File: src/rtl/mbledhesi_serik.sv
// Bit-serial adder/subtractor: one full-adder cell walks the operands LSB first,
// one bit per clock, and presents SUM/COUT/OVF with a one-cycle DONE pulse.
module mbledhesi_serik #(
  parameter int WIDTH = 16
) (
  input  logic             CLK,
  input  logic             RESET,
  input  logic             START,
  input  logic             SUB,
  input  logic [WIDTH-1:0] A,
  input  logic [WIDTH-1:0] B,
  output logic             BUSY,
  output logic             DONE,
  output logic [WIDTH-1:0] SUM,
  output logic             COUT,
  output logic             OVF
);

  localparam int CNT_W = $clog2(WIDTH);
  localparam logic [CNT_W-1:0] LAST = CNT_W'(WIDTH - 1);

  typedef enum logic [1:0] {S_IDLE, S_RUN, S_FIN} state_t;

  state_t             state_q, state_d;
  logic [WIDTH-1:0]   a_q, a_d;
  logic [WIDTH-1:0]   b_q, b_d;
  logic [WIDTH-1:0]   res_q, res_d;
  logic [WIDTH-1:0]   sum_q, sum_d;
  logic [CNT_W-1:0]   cnt_q, cnt_d;
  logic               c_q, c_d;
  logic               cout_q, cout_d;
  logic               cin_msb_q, cin_msb_d;

  // The single full-adder cell shared by every bit position.
  logic fa_s, fa_co;
  assign fa_s  = a_q[0] ^ b_q[0] ^ c_q;
  assign fa_co = (a_q[0] & b_q[0]) | (a_q[0] & c_q) | (b_q[0] & c_q);

  always_comb begin
    state_d   = state_q;
    a_d       = a_q;
    b_d       = b_q;
    res_d     = res_q;
    sum_d     = sum_q;
    cnt_d     = cnt_q;
    c_d       = c_q;
    cout_d    = cout_q;
    cin_msb_d = cin_msb_q;
    case (state_q)
      S_IDLE: begin
        if (START) begin
          state_d = S_RUN;
          a_d     = A;
          // Subtraction as A + ~B + 1: the +1 enters through the initial carry.
          b_d     = SUB ? ~B : B;
          c_d     = SUB;
          cnt_d   = '0;
        end
      end
      S_RUN: begin
        res_d = {fa_s, res_q[WIDTH-1:1]};
        a_d   = a_q >> 1;
        b_d   = b_q >> 1;
        c_d   = fa_co;
        cnt_d = cnt_q + CNT_W'(1);
        if (cnt_q == LAST) begin
          // Outputs are separate from the working registers so they stay frozen
          // through the next operation until its result is ready.
          cin_msb_d = c_q;
          sum_d     = {fa_s, res_q[WIDTH-1:1]};
          cout_d    = fa_co;
          state_d   = S_FIN;
        end
      end
      S_FIN:   state_d = S_IDLE;
      default: state_d = S_IDLE;
    endcase
  end

  always_ff @(posedge CLK) begin
    if (RESET) begin
      state_q   <= S_IDLE;
      a_q       <= '0;
      b_q       <= '0;
      res_q     <= '0;
      sum_q     <= '0;
      cnt_q     <= '0;
      c_q       <= 1'b0;
      cout_q    <= 1'b0;
      cin_msb_q <= 1'b0;
    end else begin
      state_q   <= state_d;
      a_q       <= a_d;
      b_q       <= b_d;
      res_q     <= res_d;
      sum_q     <= sum_d;
      cnt_q     <= cnt_d;
      c_q       <= c_d;
      cout_q    <= cout_d;
      cin_msb_q <= cin_msb_d;
    end
  end

  assign BUSY = (state_q == S_RUN);
  assign DONE = (state_q == S_FIN);
  assign SUM  = sum_q;
  assign COUT = cout_q;
  assign OVF  = cout_q ^ cin_msb_q;

endmodule
File: config.mk
export PLATFORM = sky130hd
export DESIGN_NAME = mbledhesi_serik
export DESIGN_NICKNAME = d
export VERILOG_FILES = /design/src/rtl/mbledhesi_serik.sv
export SDC_FILE = /design/constraint.sdc
export NUM_CORES = 1
export LEC_CHECK = 0
export BUFFER_PORTS_ARGS = -buffer_cell sky130_fd_sc_hd__buf_4
export CAP_MARGIN = 15
export CORE_ASPECT_RATIO = 0.8
export CORE_UTILIZATION = 50
export CTS_CLUSTER_DIAMETER = 50
export DETAILED_ROUTE_END_ITERATION = 10
export PLACE_DENSITY = 0.71
export SLEW_MARGIN = 20
export SYNTH_ARGS = -nofsm -noshare
export SYNTH_HDL_FRONTEND = slang
export SYNTH_SLANG_ARGS = --single-unit
File: constraint.sdc
create_clock -name CLK -period 1.83 [get_ports CLK]
set_input_delay 0.366 -clock CLK [delete_from_list [all_inputs] [get_ports CLK]]
set_output_delay 0.366 -clock CLK [all_outputs]
set_load 0.01 [all_outputs]
==> run summary, run 1 <==
Status - finished, final reports clean
Crit path largest cell delay - 430 ps
Vias in the first global route - 2203
Final clock skew - 9.39 ps
Slew margin rel. - 62.9%
Placed insts - 475
Antenna cells - 0
Startpoint Class - register
Die H - 71.7 um
Fill count - 523
Measured slew at the worst slew-check pin - 557 ps
First-pass GRT wire length - 9960 um
Post-DP HPWL - 3930 um
Drc violations - 0
Avg Cell Area, Syn - 8.39 um2
RSZ-0062 raised after global routing - no
Ys async rst share - 0%
Final worst-path setup slack - 135 ps
Die Wd - 89.2 um
Clock-pin slew on the worst setup and hold paths - 80 ps
Setup_tns - 0 ps
Crit path DAT - 1330 ps
GPL Wtd Cong - 0.720
Dominant cell type by area after synthesis - dfxtp_1
Fin crit period - 1690 ps
Leakage - 0.00141 uW
Total Nets Final - 443
Multi-input logic area - 0.00136 mm2
Final setup vio count - 0
WP data required - 1460 ps
Cell area after synthesis - 0.00304 mm2
YS warnings - 0
Initial drt markers - 176
Post-synth top cells - dfxtp_1 (72), a21oi_1 (52), nand2_1 (48)
Post-synth EDFFs - 0
Maximum clock insertion buffer count - 2
Layout area overhead - 22.9%
Post-Syn Instances - 362
CP max-delay cell - dfxtp_1
Clk Latency, worst-skew pair - 350 ps
Initial core utilization - 51.7%
Worst Path Max Fanout - 37
CP endpoint kind - output port
Setup Fix Bufs, Post-CTS - 0
Core Area - 0.00588 mm2
Main synth FF type - dfxtp_1
Initial antenna violation count - 0
Fin util - 63.5%
Cell Pwr Density - 970 mW/mm2
Synth unique cells - 31
Yosys reg bits - 72
Dpl ws - 297 ps
Fin. max-slew vios - 0
Max Cap Viol - 0
# IOs - 56
Avg Vias per Cell - 5.24
Layout cell share with drive strength beyond 1 - 21.0%
Clk sinks - 72
FMAX - 590 MHz
H-Tree Depth - 3
Total CTS buffers - 9
CP Class - reg -> out
Net Count, Synth - 400
Drt wl/cell - 12.3 um
# port buffers - 55
Register area - 0.00144 mm2
Top-count cell post-synth - dfxtp_1
Hold Path Class - in -> reg
Antenna viol nets, final - 0
Fin. Hold Viols - 0
Peak VDD IR - 0.000513 V
Rows - 25
Largest net degree at the start of global routing - 73
Synth top area cells - dfxtp_1 (47%), a21oi_1 (8.6%), nand2_1 (5.9%)
Top cell type's share of synthesized area - 47.4%
Fin crit share - 92.6%
Total track usage - 20.4%
Drt pass-1 iters - 5
Die ar. - 0.00639 mm2
Vias - 2574
Final wirelength - 6060 um
Final total power - 3620 uW
Clk Tree Root Cell - clkbuf_8
Sequential area share after synthesis - 47.4%
Gr ovfl total - 0
Resize count post-CTS - 0
Hold_buf cts - 0
CP Cell Sequence - nand2b_2, inv_6, buf_4
FF-to-FF setup slack - 290 ps
Post-Layout Cell Count - 491
CTS tree - done
cell usage in the layout (no fill, tap or decap), types with 2 or more instances in the layout:
cell	count
dfxtp_1	72
clkbuf_8	11
o22ai_1	15
xnor2_1	16
buf_4	64
nand2_1	48
a21oi_1	52
nor2_1	19
nor3_1	2
o21ai_0	18
a22oi_1	16
nand3_1	3
a211oi_1	16
inv_1	18
or3_1	19
bufinv_16	3
worst max-delay path: cells and delay by family, from the launching register on:
family                 cells  cell delay [ps]
DFF                        1              430
buffers and inverters      2              410
and+or+nand+nor            1              130
layer usage:
metal | GRT usage [%] | share of wire, % | wire, um
met3 | 7.60 | 5.4 | 329
met4 | 6.53 | 1.1 | 68
met2 | 30.8 | 46 | 2810
met1 | 26.9 | 47 | 2860
met5 | 0 | 0 | 0
registers in the layout, indices dropped and copies added, names as in the netlist:
register and count:
SUM 16, a_q 16, b_q 16, res_q 15, cnt_q 4, state_q 2, COUT 1, c_q 1
cin_msb_q 1
power by group:
| group | switching [uW] | leakage [uW] | total [uW] | internal [uW] |
|---|---|---|---|---|
| Combinational | 211 | 0.000693 | 382 | 171 |
| Clock | 581 | 0.000126 | 1560 | 977 |
| Sequential | 43.4 | 0.000587 | 1680 | 1640 |
| Total | 836 | 0.00141 | 3620 | 2790 |
worst paths after layout:
| path | to | cells past startpoint | startpoint |
|---|---|---|---|
| worst max-delay path | BUSY | 3 | state_q[0] |
| worst min register to register | res_q[1] | 2 | res_q[1] |
| worst min-delay path | a_q[9] | 3 | A[9] |
| worst max register to register | a_q[12] | 5 | state_q[1] |
metrics by stage:
step | area [um2] | hold slack, ps
final | 3730 | 263
after global routing | 3730 | 243
after CTS | 3730 | 249
after detailed placement | 3480 | 450
after global placement | 3480 | 444
after floorplan | 3040 | 436
cell type report:
type	instances	area share, %
flip-flops and latches	72	38.6
clock inverters	5	2.75
multi-input cells	238	36.4
well taps	81	2.71
repair buffers	65	13.4
inverters	19	2.04
clock buffers	11	4.05
cell families after synthesis:
logic type / synth area share (%)
simple gates: 14.3
xor+xnor: 4.90
fa+ha+maj: 1.07
buf+inv: 7.87
compound gates: 24.4
flops: 47.4
No activity file was read; power rests on OpenSTA's default activity.
==> run 2, diff against run 1 <==
--- a/config.mk
+++ b/config.mk
@@ -12,6 +12,7 @@
 export CTS_CLUSTER_DIAMETER = 50
 export DETAILED_ROUTE_END_ITERATION = 10
 export PLACE_DENSITY = 0.71
+export RECOVER_POWER = 25
 export SLEW_MARGIN = 20
 export SYNTH_ARGS = -nofsm -noshare
 export SYNTH_HDL_FRONTEND = slang
==> run summary, run 2 (synthesis gave the netlist of run 1 again) <==
Core Area - 0.00588 mm2
Leakage - 0.00132 uW
Most frequent cells in the layout - dfxtp_1 (72), a21oi_1 (52), nand2_1 (48), buf_4 (45)
Clk sinks - 72
Drt pass-1 iters - 4
CP Class - reg -> out
Drc violations - 0
# port buffers - 55
Vias in the first global route - 2203
Fill count - 549
FMAX - 589 MHz
Fin crit share - 92.8%
GPL Wtd Cong - 0.720
Post-route cell area - 0.00366 mm2
Die Wd - 89.2 um
DP Area - 0.00348 mm2
Clock-pin slew on the worst setup and hold paths - 80 ps
Total track usage - 20.4%
Largest net degree at the start of global routing - 73
Slew margin rel. - 58.0%
Commonest non-fill, non-tap cell in the layout - dfxtp_1
Antenna cells - 0
Fin crit period - 1700 ps
Uppermost layer routed - met4
Met1 wire length - 2880 um
Critical path's top delay family - buffers and inverters
Cell Pwr Density - 989 mW/mm2
Antenna viol nets, final - 0
Fin. max-slew vios - 0
Status - finished, final reports clean
Drt wl/cell - 12.4 um
Worst Path Max Fanout - 37
RSZ-0062 raised after global routing - no
Clk Latency, worst-skew pair - 350 ps
Total Nets Final - 443
Measured slew at the worst slew-check pin - 630 ps
Layout cell share with drive strength beyond 1 - 16.3%
Resize count post-CTS - 0
Post-DP HPWL - 3930 um
Rows - 25
Die ar. - 0.00639 mm2
Maximum clock insertion buffer count - 2
Multi-input logic area - 0.00136 mm2
Peak VDD IR - 0.000512 V
Gr ovfl total - 0
Final wirelength - 6090 um
Setup Fix Bufs, Post-CTS - 0
Die H - 71.7 um
# IOs - 56
Setup_tns - 0 ps
CP endpoint kind - output port
First-pass GRT wire length - 9960 um
CP max-delay cell - dfxtp_1
Layout area overhead - 20.5%
CTS tree - done
Fin. Hold Viols - 0
Final clock skew - 9.36 ps
Initial drt markers - 163
Critical path buffers and inverters - 2
Met3 wire length - 307 um
Met2 wire length - 2850 um
CP Cell Sequence - nand2b_2, inv_6, buf_4
H-Tree Depth - 3
Startpoint Class - register
Clk Tree Root Cell - clkbuf_8
Initial antenna violation count - 0
Final setup vio count - 0
Crit path largest cell delay - 340 ps
Hold_buf cts - 0
Max Cap Viol - 0
Register area - 0.00144 mm2
Avg Vias per Cell - 5.28
Total CTS buffers - 9
WP data required - 1460 ps
Vias - 2592
Crit path DAT - 1330 ps
Hold Path Class - in -> reg
Initial core utilization - 51.7%
-- run 2: cell count changes in the layout (fill, tap and decap cells not counted) --
cell,change
buf_4,-19
clkbuf_1,+18
clkbuf_2,+1
o21bai_1,+1
o21bai_2,-1
-- run 2: final cells by class --
cell class	instances	area share, %
clock buffers	11	4.14
clock inverters	5	2.80
inverters	19	2.09
multi-input cells	238	37.1
flip-flops and latches	72	39.4
well taps	81	2.77
repair buffers	65	11.8
-- run 2: path summary, 6_finish.rpt --
path,startpoint,end,slack (ps),cells past startpoint
worst max-delay path,state_q[1],BUSY,130,3
worst min-delay path,A[11],a_q[11],260,3
worst max register to register,cnt_q[0],SUM[15],220,5
worst min register to register,res_q[1],res_q[1],460,2
-- run 2: power breakdown --
group	total, uW	internal (uW)	leakage [uW]	switching, uW
registers	1680	1640	0.000587	43.1
logic	380	169	0.000612	212
clock network	1560	977	0.000126	579
-- run 2: worst min-delay path, cell delays in order --
cell	delay, ps
buf_4	110
nand2_1	50
a211oi_1	50
-- run 2: layer usage --
layer,up-vias,track usage [%]
met5,-,0
met4,0,6.53
met3,8,7.60
met2,57,30.8
met1,1188,26.9
li1,1339,-
-- run 2: stage by stage --
step / setup slack, ps / total power [uW] / std cells / hold slack (ps) / utilization (%)
after floorplan: 423 / 1980 / 362 / 436 / -
after global placement: 356 / 2090 / 475 / 444 / 59.1
after detailed placement: 297 / 2100 / 475 / 450 / 59.1
after CTS: 50.9 / 3660 / 491 / 249 / 63.4
after global routing: 49.3 / 3780 / 491 / 243 / 62.2
final: 132 / 3620 / 491 / 264 / 62.2
==> run 3, diff against run 2 <==
--- a/config.mk
+++ b/config.mk
@@ -5,13 +5,14 @@
 export SDC_FILE = /design/constraint.sdc
 export NUM_CORES = 1
 export LEC_CHECK = 0
+export ABC_AREA = 1
 export BUFFER_PORTS_ARGS = -buffer_cell sky130_fd_sc_hd__buf_4
 export CAP_MARGIN = 15
 export CORE_ASPECT_RATIO = 0.8
 export CORE_UTILIZATION = 50
 export CTS_CLUSTER_DIAMETER = 50
 export DETAILED_ROUTE_END_ITERATION = 10
-export PLACE_DENSITY = 0.71
+export PLACE_DENSITY = 0.7
 export RECOVER_POWER = 25
 export SLEW_MARGIN = 20
 export SYNTH_ARGS = -nofsm -noshare
==> run summary, run 3 <==
Status - finished, final reports clean
Synth top area cells - dfxtp_1 (44%), nand2_1 (20%), o21ai_0 (5.8%)
Post-Syn Instances - 475
Drc violations - 0
Most frequent cells in the layout - nand2_1 (173), dfxtp_1 (72), inv_1 (50), buf_4 (49), nor2_1 (41)
Final clock skew - 8.88 ps
H-Tree Depth - 3
Die H - 74.2 um
Die Wd - 92.2 um
Initial core utilization - 53.4%
P_sw - 868 uW
Leakage - 0.00192 uW
GPL Wtd Cong - 0.704
Commonest non-fill, non-tap cell in the layout - nand2_1
# IOs - 56
Antenna viol nets, final - 0
Maximum clock insertion buffer count - 2
Synth unique cells - 22
Max Cap Viol - 0
Antenna cells - 0
Met1 GRT Util - 27.4%
Comb pwr share - 12.0%
Setup Fix Bufs, Post-CTS - 0
Yosys reg bits - 72
Met3 Use GR - 6.44%
Clk Latency, worst-skew pair - 350 ps
Ys async rst share - 0%
Post-DP HPWL - 4550 um
Hold_buf cts - 0
Initial antenna violation count - 0
Sw Share - 25.7%
Clk pwr share - 37.9%
Seq pwr share - 50.1%
Post-synth top cells - nand2_1 (173), dfxtp_1 (72), inv_1 (48)
Largest net degree at the start of global routing - 28
CP Class - reg -> reg
Cell area after synthesis - 0.00325 mm2
Core Area - 0.00610 mm2
Dominant cell type by area after synthesis - dfxtp_1
Clock-pin slew on the worst setup and hold paths - 70 ps
Fin. Hold Viols - 0
Avg Cell Area, Syn - 6.85 um2
Drt pass-1 iters - 4
Slew margin rel. - 66.5%
M2 GR Usage - 37.2%
Setup_tns - 0 ps
Total Nets Final - 564
FMAX - 632 MHz
Main synth FF type - dfxtp_1
Fin crit share - 86.4%
Avg Vias per Cell - 4.75
Peak VDD IR - 0.000513 V
Clk sinks - 72
Vias in the first global route - 2653
YS warnings - 0
Measured slew at the worst slew-check pin - 501 ps
WP data required - 2110 ps
Internal power - 2510 uW
Net Count, Synth - 513
CTS tree - done
Total CTS buffers - 9
Post-synth EDFFs - 0
Final wirelength - 6870 um
Hold Path Class - in -> reg
First-pass GRT wire length - 11700 um
Cell Pwr Density - 882 mW/mm2
FF-to-FF setup slack - 250 ps
Rows - 25
Hold_ws - 227 ps
# port buffers - 55
Busiest grt layer - met2
Gr ovfl total - 0
Layout area overhead - 17.8%
Crit path DAT - 1860 ps
Final setup vio count - 0
Fin crit period - 1580 ps
Drt wl/cell - 11.2 um
Total track usage - 22.1%
Fin. max-slew vios - 0
Die ar. - 0.00684 mm2
Worst Path Max Fanout - 9
Layout cell share with drive strength beyond 1 - 15.4%
Vias - 2910
CP endpoint kind - register
Initial drt markers - 142
Top-count cell post-synth - nand2_1
Resize count post-CTS - 0
Startpoint Class - register
Top cell type's share of synthesized area - 44.3%
Clk Tree Root Cell - clkbuf_8
Sequential area share after synthesis - 44.3%
RSZ-0062 raised after global routing - no
-- run 3: final timing paths --
check,to,cells after the start,start
worst max-delay path,SUM[9],6,cnt_q[0]
worst min-delay path,cnt_q[3],2,RESET
worst max register to register,SUM[9],6,cnt_q[0]
worst min register to register,SUM[12],2,res_q[13]
-- run 3: area by class of cell --
class	instances	area, um2
fill	597	2270
sequential	72	1440
tap	81	101
inverter	51	191
clock buffer	11	151
clock inverter	5	55.1
multi-input combinational	326	1460
timing repair buffer	66	433
-- run 3: critical path, cell delays in order, from the launching register on --
cell and delay, ps:
dfxtp_1 390, ha_1 210, nand3_1 140, nor2_4 160, nand2_1 250, buf_4 260, o21ai_2 100
-- run 3: kinds of logic (layout without fill, tap and decap cells) --
| family | after synthesis | count (layout) | share of synthesized area, % |
|---|---|---|---|
| compound gates | 70 | 70 | 12.1 |
| xor+xnor | 2 | 2 | 0.538 |
| fa+ha+maj | 2 | 2 | 1.00 |
| buf+inv | 77 | 133 | 10.9 |
| flops | 72 | 72 | 44.3 |
| simple gates | 252 | 252 | 31.2 |
-- run 3: power by group through the flow --
stage	combinational (uW)	clock [uW]	sequential, uW
floorplan	290	0	1720
global placement	402	0	1730
detailed placement	409	0	1730
CTS	413	1330	1690
global route	475	1380	1700
finish	406	1280	1690
-- run 3: per-layer routing --
metal	part of all wire, %	vias to the layer above
met2	46	53
li1	-	1569
met4	0.74	0
met3	4.5	7
met5	0	-
met1	49	1281
-- run 3: through the flow --
stage	area (um2)	util (%)	total power [uW]	cells	worst slack [ps]
4_1_cts	3890	63.9	3440	612	239
5_1_grt	3830	62.8	3550	612	109
2_1_floorplan	3250	-	2010	475	553
3_5_place_dp	3690	60.5	2140	596	267
6_report	3830	62.8	3380	612	248
3_3_place_gp	3690	60.5	2130	596	321
